==> src/rtl/pulse_dly_array.sv <==
// pulse_dly_array: per-channel programmable delay line with flush-on-retune config port
//   clk, rst          : single clock, synchronous active-high reset
//   din, din_vld      : channel c payload at din[c*W +: W], valid at din_vld[c]
//   dout, dout_vld    : delayed payload (zero when not valid) and delayed valid
//   cfg_wr/ch/dly     : one-cycle delay write strobe, target channel, requested delay
//   cfg_ack, cfg_err  : registered accept / reject pulse for the previous write
//   dly_q             : current delay of channel c at dly_q[c*DW +: DW]
module pulse_dly_array #(
    parameter int NCH = 4,
    parameter int W = 1,
    parameter int MAX_DLY = 7,
    parameter int RST_DLY = 0,
    localparam int DW = $clog2(MAX_DLY + 1),
    localparam int CW = (NCH > 1) ? $clog2(NCH) : 1
) (
    input  logic              clk,
    input  logic              rst,
    input  logic [NCH*W-1:0]  din,
    input  logic [NCH-1:0]    din_vld,
    output logic [NCH*W-1:0]  dout,
    output logic [NCH-1:0]    dout_vld,
    input  logic              cfg_wr,
    input  logic [CW-1:0]     cfg_ch,
    input  logic [DW-1:0]     cfg_dly,
    output logic              cfg_ack,
    output logic              cfg_err,
    output logic [NCH*DW-1:0] dly_q
);
    logic [MAX_DLY-1:0][W:0] ln_q [NCH];
    logic [MAX_DLY-1:0][W:0] ln_d [NCH];
    logic [MAX_DLY:0][W:0]   tap  [NCH];
    logic [(1<<CW)-1:0]      ch_ok;
    logic [(1<<DW)-1:0]      dly_ok;
    logic                    wr_ok;
    // Range checks go through constant lookup tables so they stay correct
    // whether or not NCH / MAX_DLY fill their select widths.
    always_comb begin
        for (int i = 0; i < (1 << CW); i++) ch_ok[i] = (i < NCH);
        for (int i = 0; i < (1 << DW); i++) dly_ok[i] = (i <= MAX_DLY);
        wr_ok = cfg_wr && ch_ok[cfg_ch] && dly_ok[cfg_dly];
        dout = '0;
        dout_vld = '0;
        for (int c = 0; c < NCH; c++) begin
            // tap[k] is the sample delayed by k cycles; tap[0] is the live input
            tap[c] = {ln_q[c], {din_vld[c], din[c*W +: W]}};
            ln_d[c] = (wr_ok && cfg_ch == CW'(c)) ? '0 : tap[c][MAX_DLY-1:0];
            dout_vld[c] = tap[c][dly_q[c*DW +: DW]][W];
            dout[c*W +: W] = dout_vld[c] ? tap[c][dly_q[c*DW +: DW]][W-1:0] : '0;
        end
    end

    always_ff @(posedge clk) begin
        if (rst) begin
            for (int c = 0; c < NCH; c++) begin
                ln_q[c] <= '0;
                dly_q[c*DW +: DW] <= DW'(RST_DLY);
            end
            cfg_ack <= 1'b0;
            cfg_err <= 1'b0;
        end else begin
            for (int c = 0; c < NCH; c++) begin
                ln_q[c] <= ln_d[c];
                if (wr_ok && cfg_ch == CW'(c)) dly_q[c*DW +: DW] <= cfg_dly;
            end
            cfg_ack <= wr_ok;
            cfg_err <= cfg_wr && !wr_ok;
        end
    end
endmodule

==> config.mk <==
export PLATFORM = sky130hd
export DESIGN_NAME = pulse_dly_array
export DESIGN_NICKNAME = d
export VERILOG_FILES = /design/src/rtl/pulse_dly_array.sv
export SDC_FILE = /design/constraint.sdc
export NUM_CORES = 1
export LEC_CHECK = 0
export CAP_MARGIN = 20
export CORE_MARGIN = 2
export CORE_UTILIZATION = 56
export DETAILED_ROUTE_END_ITERATION = 8
export HOLD_SLACK_MARGIN = 0.15
export PLACE_DENSITY = 0.82
export SYNTH_ARGS = -nofsm -noshare
export SYNTH_HDL_FRONTEND = slang
export SYNTH_SLANG_ARGS = --single-unit
==> constraint.sdc <==
create_clock -name clk -period 3.9 [get_ports clk]
set_input_delay 0.78 -clock clk [delete_from_list [all_inputs] [get_ports clk]]
set_output_delay 0.78 -clock clk [all_outputs]
set_load 0.01 [all_outputs]
* Word-level counts from Yosys, hierarchy flattened
Memories as Yosys holds them, arrays and structs flattened.
Cells that the tools add are included.
** Operators by class
- Mux-type cells :: 26
- Magnitude comparators :: 6
- Bitwise operators :: 4
- Equality and inequality tests :: 3
- Reduce and logical (&&, ||, !) cells :: 9
** Operator list (count)
- 14-bit 2-to-1 mux :: 8
- 2-bit binary-select mux with 3-bit select :: 4
- 3-bit by 4-bit < comparator with 1-bit output, second input constant :: 5
- 1-bit 2-to-1 mux :: 9
- 2-bit 2-to-1 mux :: 4
- 1-bit logical AND :: 7
- 2-bit equality test, second input constant :: 2
- 1-bit OR :: 4
- 2-bit by 3-bit < comparator with 1-bit output, second input constant :: 1
- 1-bit binary-select mux with 2-bit select :: 1
- 2-bit by 1-bit equality test with 1-bit output, second input constant :: 1
- 2-bit zero test :: 1
- 1-bit zero test :: 1
** Word-level totals
- Output and inout port bits :: 22
- Register bits after elaboration :: 14
- Bits in writable memories :: 56
- Memories :: 2
- Logic and storage cells :: 56
- ROM bits :: 8
** Memories
- ln_q :: depth 4, width 14, read ports 4, clocked after memory_dff 0, write ports 4, line 29 : logic [MAX_DLY-1:0][W:0] ln_q [NCH];
- (name not given) :: depth 8, width 1, read ports 1, clocked after memory_dff 0, write ports 0, line 40 : wr_ok = cfg_wr && ch_ok[cfg_ch] && dly_ok[cfg_dly];

* Longest topological paths before layout
Gate-level depths: netlist of the first run.
- Word-level depth :: 7
- Mapped depth :: 4

* Worst setup path after synthesis of the first run
Ideal clock, no wire load.
- Kind :: input to output
- Start :: input port din_vld[0]
- End :: output port dout[0]
- Data required time :: 3120 ps
- Cell stages on the path :: 3
- Arrival time :: 1707 ps
- Setup slack :: 1413 ps
- Buffers on the path :: 0
- Path through :: mux4_1 mux2_2 and2_1
** Between the ends
- Word-level cells in the longest chain between the ends :: 3
** Ends and longest elaborated chain
- from (decl) :: line 19 : input logic [NCH-1:0] din_vld,
- 2-bit binary-select mux with 3-bit select :: line 47 : dout_vld[c] = tap[c][dly_q[c*DW +: DW]][W];
- 2-bit 2-to-1 mux
- named net dout_vld[0] :: line 21 : output logic [NCH-1:0] dout_vld,
- 1-bit 2-to-1 mux :: line 48 : dout[c*W +: W] = dout_vld[c] ? tap[c][dly_q[c*DW +: DW]][W-1:0] : '0;
- to (decl) :: line 20 : output logic [NCH*W-1:0] dout,
The timed path passes the listed nets, and every way through them passes these cells. The select of a mux whose other input is x is not followed.

* Worst setup path in the final report of the first run
- Start :: input port din_vld[1]
- End :: output port dout[1]
** Between the ends
- Word-level cells in the longest chain between the ends :: 3
** Ends and longest elaborated chain (line)
- 2-bit binary-select mux with 3-bit select :: 47
- 2-bit 2-to-1 mux
- 1-bit 2-to-1 mux :: 48
Every way passes these cells. The select of a mux whose other input is x is not followed.

==> impl_metrics.tcl, run 1 <==
set metrics [dict create \
    cts_made_buffers 9 \
    critical_path_fanout_max 2 \
    measured_slew_at_the_worst_slew_check_pin_ps 868 \
    total_power_mw 1.40 \
    final_min_period_over_clock_period_pct 86.7 \
    drive_gt1_share_pct 8.37 \
    first_global_vias 1533 \
    h-tree-depth 3 \
    clkSlewWorstSetupHoldPaths_ps 70 \
    setup_violations 0 \
    final.setup.worst_slack_ps 521 \
    power.density_nw_per_um2 449 \
    r2r_start "dly_q[7]" \
    slew_headroom_pct 41.8 \
    combined_area_of_the_multi_input_logic_cells_sq_um 1120 \
    area.sequential_sq_um 1380 \
    dp_worst_setup_slack_ps 514 \
    synth_seq_cells 69 \
    drc 0 \
    synth_sequential_area_ratio_pct 54.6 \
    hp-class "flip-flop to flip-flop" \
    die_area_sq_um 5070 \
    grt_pass1_wl_um 7170 \
    worstSetupEndpointType "output pin" \
    post_cts_gate_resize_count 0 \
    leakage_power_figure_nw 1.28 \
    antenna-diode-count 0 \
    layout.cell_area.non_filler_sq_um 3110 \
    tritoncts "built" \
    avg_vias_per_cell 5.35 \
    utilization_pct 71.5 \
    routabilityCongestion 0.661 \
    avgSynthCellArea_sq_um 13.0 \
    synthesis.instances 194 \
    critical_path.startpoint_type "primary input" \
    critical_setup_path_kind "primary input to output pin" \
    cts.root.buffer_cell "sky130_fd_sc_hd__clkbuf_8" \
    grt_antenna_before_repair 0 \
    netlist_area_sq_um 2530 \
    fillerInstances 330 \
    finalClockSkew_ps 6.49 \
    rows 24 \
    final-instance-count-excl-fill 291 \
    die-height_um 71.2 \
    cp_arrival_ps 2600 \
    setup_tns_ps 0 \
    post-dp-hpwl_um 2840 \
    cp_data_required_time_ps 3120 \
    fin_worst_hold_slack_ps 445 \
    final_slew_viol_count 0 \
    route.detailed.wl_per_inst_um 14.4 \
    finish.net_count 250 \
    timing_hold_violations_final 0 \
    design.portCount 38 \
    grt_max_degree 18 \
    rsz0062_at_grt "false" \
    detailroute.via_count 1558 \
    antenna_left 0 \
    detailedRoute.firstPassIterationCount 6 \
    cts_setup_buffers 0 \
    total_overflow_reported_by_the_global_router 0 \
    dpl_cell_area_sq_um 2930 \
    synthDistinctLibCells 15 \
    run_status "complete, no violations" \
    worstSkewPairLatency_ps 340 \
    period_minus_slack_ps 3380 \
    coreArea_sq_um 4350 \
    fp.dieW_um 71.2 \
    flow.area_growth_from_synthesis_pct 23.0 \
    clkSinkCount 69 \
    crit_start "din_vld[1]" \
    vdd.ir_drop.worst_mv 0.292 \
    cts_hold_buf 0 \
    timing.max_cap.violations 0 \
    placed_cells_incl_taps 275 \
    total_wire_length_um 4180 \
    fmax_ghz 0.296 \
    clockBufferDepth 2 \
    grt_usage_pct 18.9 \
    hold_path.startpoint "ln_q[1][11]" \
    syn_nets 210 \
    initial_utilization_pct 58.1 \
    synth-warning-count 0 \
    drt_iter0_markers 77 \
    port-buffer-count 36 \
]
## per-layer routing
layer	track usage (%)	vias to the layer above	wire length (um)
li1	-	756	-
met1	24.6	759	2060
met2	27.7	35	1850
met3	6.75	8	187
met4	10.1	0	78
met5	0	-	0
## cells in the mapped netlist
| cell type | count | area share [%] |
|---|---|---|
| sky130_fd_sc_hd__mux2_2 | 8 | 3.6 |
| sky130_fd_sc_hd__nor3b_2 | 1 | 0.49 |
| sky130_fd_sc_hd__nor2b_1 | 1 | 0.25 |
| sky130_fd_sc_hd__mux2i_1 | 12 | 4.7 |
| sky130_fd_sc_hd__mux4_1 | 16 | 17 |
| sky130_fd_sc_hd__nand3_1 | 1 | 0.20 |
| sky130_fd_sc_hd__and2_1 | 60 | 15 |
| sky130_fd_sc_hd__conb_1 | 1 | 0.15 |
| sky130_fd_sc_hd__and2b_1 | 2 | 0.59 |
| sky130_fd_sc_hd__nand3b_1 | 2 | 0.59 |
| sky130_fd_sc_hd__nor2_1 | 13 | 1.9 |
| sky130_fd_sc_hd__dfxtp_1 | 69 | 55 |
| sky130_fd_sc_hd__a31oi_1 | 1 | 0.25 |
| sky130_fd_sc_hd__buf_4 | 1 | 0.30 |
| sky130_fd_sc_hd__clkbuf_1 | 6 | 0.89 |
## path summary, 6_finish.rpt
path / endpoint / slack [ps] / cells after the start
setup / recovery: dout[1] / 520 / 5
setup reg to reg: dly_q[7] / 3150 / 2
hold reg to reg: ln_q[1][13] / 450 / 1
hold / removal: ln_q[1][13] / 450 / 1
## report_power, final
| group | switching [mW] | total, mW | internal (mW) |
|---|---|---|---|
| clock network | 0.243 | 0.557 | 0.315 |
| logic | 0.0405 | 0.107 | 0.0660 |
| registers | 0.0125 | 0.734 | 0.721 |
## sequential cells by signal, indices dropped and copies added (netlist names)
signal and cells:
cfg_ack 1, dly_q 12, ln_q 56
## layout by cell type (no fill, tap or decap), drive strengths merged, types with 2 or more instances in the layout
| master | instances |
|---|---|
| dfxtp | 69 |
| clkdlybuf4s50 | 36 |
| clkbuf | 15 |
| mux4 | 16 |
| nor2 | 13 |
| mux2 | 8 |
| and2 | 60 |
| and2b | 2 |
| mux2i | 12 |
| nand3b | 2 |
## kinds of logic (layout without fill, tap and decap cells)
kind of cell,Yosys count,in the layout,synth area share [%]
mux,36,36,24.9
compound gates,1,1,0.247
simple gates,80,80,18.9
flops,69,69,54.6
other cells,1,1,0.148
buf+inv,7,52,1.19
## worst max-delay path, stage by stage
cell                              delay, ps
sky130_fd_sc_hd__clkdlybuf4s50_1        410
sky130_fd_sc_hd__mux4_1                 500
sky130_fd_sc_hd__mux2_2                 290
sky130_fd_sc_hd__and2_1                 140
sky130_fd_sc_hd__clkdlybuf4s50_1        470
## cell type report
cell class / count / share of cell area (%)
sequential: 69 / 44.4
multi-input combinational: 118 / 35.9
timing repair buffer: 36 / 11.6
clock buffer: 15 / 5.03
tap: 52 / 2.09
clock inverter: 1 / 0.965
Note: power is estimated with default switching activity, not from simulation.
==> run 2: changes to the inputs <==
--- a/config.mk
+++ b/config.mk
@@ -6,11 +6,12 @@
 export NUM_CORES = 1
 export LEC_CHECK = 0
 export CAP_MARGIN = 20
-export CORE_MARGIN = 2
+export CORE_MARGIN = 3
 export CORE_UTILIZATION = 56
 export DETAILED_ROUTE_END_ITERATION = 8
 export HOLD_SLACK_MARGIN = 0.15
 export PLACE_DENSITY = 0.82
+export SETUP_SLACK_MARGIN = 0.3
 export SYNTH_ARGS = -nofsm -noshare
 export SYNTH_HDL_FRONTEND = slang
 export SYNTH_SLANG_ARGS = --single-unit
==> run 2 against run 1 <==
Power fell by 3.7%; non-clock buffer count did not move; setup slack got worse by 9.4 ps; register-to-register slack got worse by 40 ps; fmax fell by 0.28%; largest cell class unchanged.
==> impl_metrics.tcl, run 2 (synthesis gave the netlist of run 1 again) <==
set metrics [dict create \
    flow.area_growth_from_synthesis_pct 22.3 \
    worst_reg2reg_endpoint "dly_q[4]" \
    utilization_pct 74.2 \
    post-dp-hpwl_um 3200 \
    setup_tns_ps 0 \
    slew_headroom_pct 42.5 \
    drive_gt1_share_pct 8.79 \
    top_layer "met4" \
    worstSetupEndpointType "output pin" \
    internal_power_mw 1.05 \
    antenna_left 0 \
    final-instance-count-excl-fill 289 \
    cp_data_required_time_ps 3120 \
    critical_path.startpoint_type "primary input" \
    finalClockSkew_ps 5.26 \
    cts_setup_buffers 0 \
    hp-class "flip-flop to flip-flop" \
    cts_hold_buf 0 \
    r2r_setup_slack_ps 3110 \
    hold_depth 1 \
    total_wire_length_um 4620 \
    die-height_um 73.2 \
    largest_register_ff_count 56 \
    route.detailed.wl_per_inst_um 16.0 \
    netSwitchingFraction_pct 21.8 \
    tritoncts "built" \
    post_cts_gate_resize_count 0 \
    drt_iter0_markers 38 \
    r2r_start "dly_q[4]" \
    detailedRoute.firstPassIterationCount 4 \
    period_minus_slack_ps 3390 \
    r2r_cells 2 \
    h-tree-depth 3 \
    placed_cells_incl_taps 273 \
    routabilityCongestion 0.716 \
    port-buffer-count 36 \
    cp_arrival_ps 2610 \
    fp.dieW_um 73.2 \
    design.portCount 38 \
    setup_violations 0 \
    cts.root.buffer_cell "sky130_fd_sc_hd__clkbuf_8" \
    critical_path.n_buffers_inverters 2 \
    first_global_vias 1652 \
    grt_max_degree 18 \
    grt_antenna_before_repair 0 \
    rows 23 \
    vdd.ir_drop.worst_mv 0.281 \
    clkSinkCount 69 \
    seqPwrFrac_pct 54.6 \
    grt_usage_pct 19.9 \
    drc 0 \
    clockBufferDepth 2 \
    mostFrequentLayoutCells "sky130_fd_sc_hd__dfxtp_1 (69), sky130_fd_sc_hd__and2_1 (60), sky130_fd_sc_hd__clkdlybuf4s50_1 (36)" \
    timing.max_cap.violations 0 \
    total_power_mw 1.35 \
    cp_cell_sequence "clkdlybuf4s50_1 > mux4_1 > mux2_2 > and2_1 > clkdlybuf4s50_1" \
    critical_setup_path_kind "primary input to output pin" \
    comb_power_share_pct 8.0 \
    met3_wirelength_um 241 \
    critical_path_fanout_max 2 \
    met2_length_um 2320 \
    clkSlewWorstSetupHoldPaths_ps 70 \
    met1Wirelength_um 1960 \
    worstSkewPairLatency_ps 340 \
    regMostFlops "ln_q" \
    endpoint_of_the_worst_hold_path "ln_q[0][13]" \
    rsz0062_at_grt "false" \
    crit_top_cell "sky130_fd_sc_hd__clkdlybuf4s50_1" \
    layout_commonest_cell "sky130_fd_sc_hd__dfxtp_1" \
    antenna-diode-count 0 \
    total_overflow_reported_by_the_global_router 0 \
    critical_path.top_delay_family "buffers and inverters" \
    coreArea_sq_um 4170 \
    clkPwrFrac_pct 37.5 \
    cts_made_buffers 9 \
    power.density_nw_per_um2 435 \
    measured_slew_at_the_worst_slew_check_pin_ps 859 \
    final_min_period_over_clock_period_pct 86.9 \
    timing_hold_violations_final 0 \
    fmax_ghz 0.295 \
    cpMaxStageDelayCell "sky130_fd_sc_hd__mux4_1" \
    netsw_mw 0.293 \
    avg_vias_per_cell 5.45 \
    detailroute.via_count 1575 \
    run_status "complete, no violations" \
    grt_pass1_wl_um 7720 \
    leakage_power_figure_nw 1.28 \
    fillerInstances 278 \
    die_area_sq_um 5360 \
    largest_registers "ln_q: 56 flops, dly_q: 12 flops, cfg_ack: 1 flops" \
    hold_path.startpoint "ln_q[0][11]" \
    max_stage_delay_ps 500 \
    initial_utilization_pct 60.6 \
    finish.net_count 250 \
    final_slew_viol_count 0 \
]
==> run 2: worst max path at each step <==
stage / depth (start not counted) / end / slack (ps) / startpoint
after floorplan: 3 / dout[0] / 1410 / din_vld[0]
after global placement: 5 / dout[3] / 550 / din[3]
after detailed placement: 5 / dout[2] / 510 / din_vld[2]
after CTS: 5 / dout[2] / 490 / din_vld[2]
after global routing: 5 / dout[2] / 420 / din_vld[2]
final: 5 / dout[2] / 510 / din[2]
==> run 2: metal layers <==
| metal | vias up | global-route usage, % |
|---|---|---|
| met5 | - | 0 |
| met2 | 39 | 32.3 |
| met1 | 774 | 22.0 |
| met3 | 12 | 9.37 |
| met4 | 0 | 9.43 |
| li1 | 750 | - |
==> run 2: per-stage QoR <==
| stage | area [sq um] | setup WS [ps] | hold slack (ps) |
|---|---|---|---|
| floorplan | 2530 | 1410 | 421 |
| global placement | 2920 | 548 | 427 |
| detailed placement | 2920 | 509 | 437 |
| CTS | 3090 | 494 | 453 |
| global route | 3090 | 421 | 470 |
| finish | 3090 | 511 | 450 |
==> run 2: cell type report <==
type | count | area, sq um | area share [%]
sequential | 69 | 1380 | 44.6
tap | 50 | 62.6 | 2.02
clock buffer | 15 | 166 | 5.38
timing repair buffer | 36 | 360 | 11.6
clock inverter | 1 | 5.00 | 0.162
multi-input combinational | 118 | 1120 | 36.2
==> run 2: power by group through the flow <==
stage / Combinational (mW) / Clock, mW / Sequential, mW
2_1_floorplan: 0.0565 / 0 / 0.748
3_3_place_gp: 0.103 / 0 / 0.749
3_5_place_dp: 0.107 / 0 / 0.750
4_1_cts: 0.108 / 0.515 / 0.735
5_1_grt: 0.117 / 0.547 / 0.737
6_report: 0.107 / 0.504 / 0.735
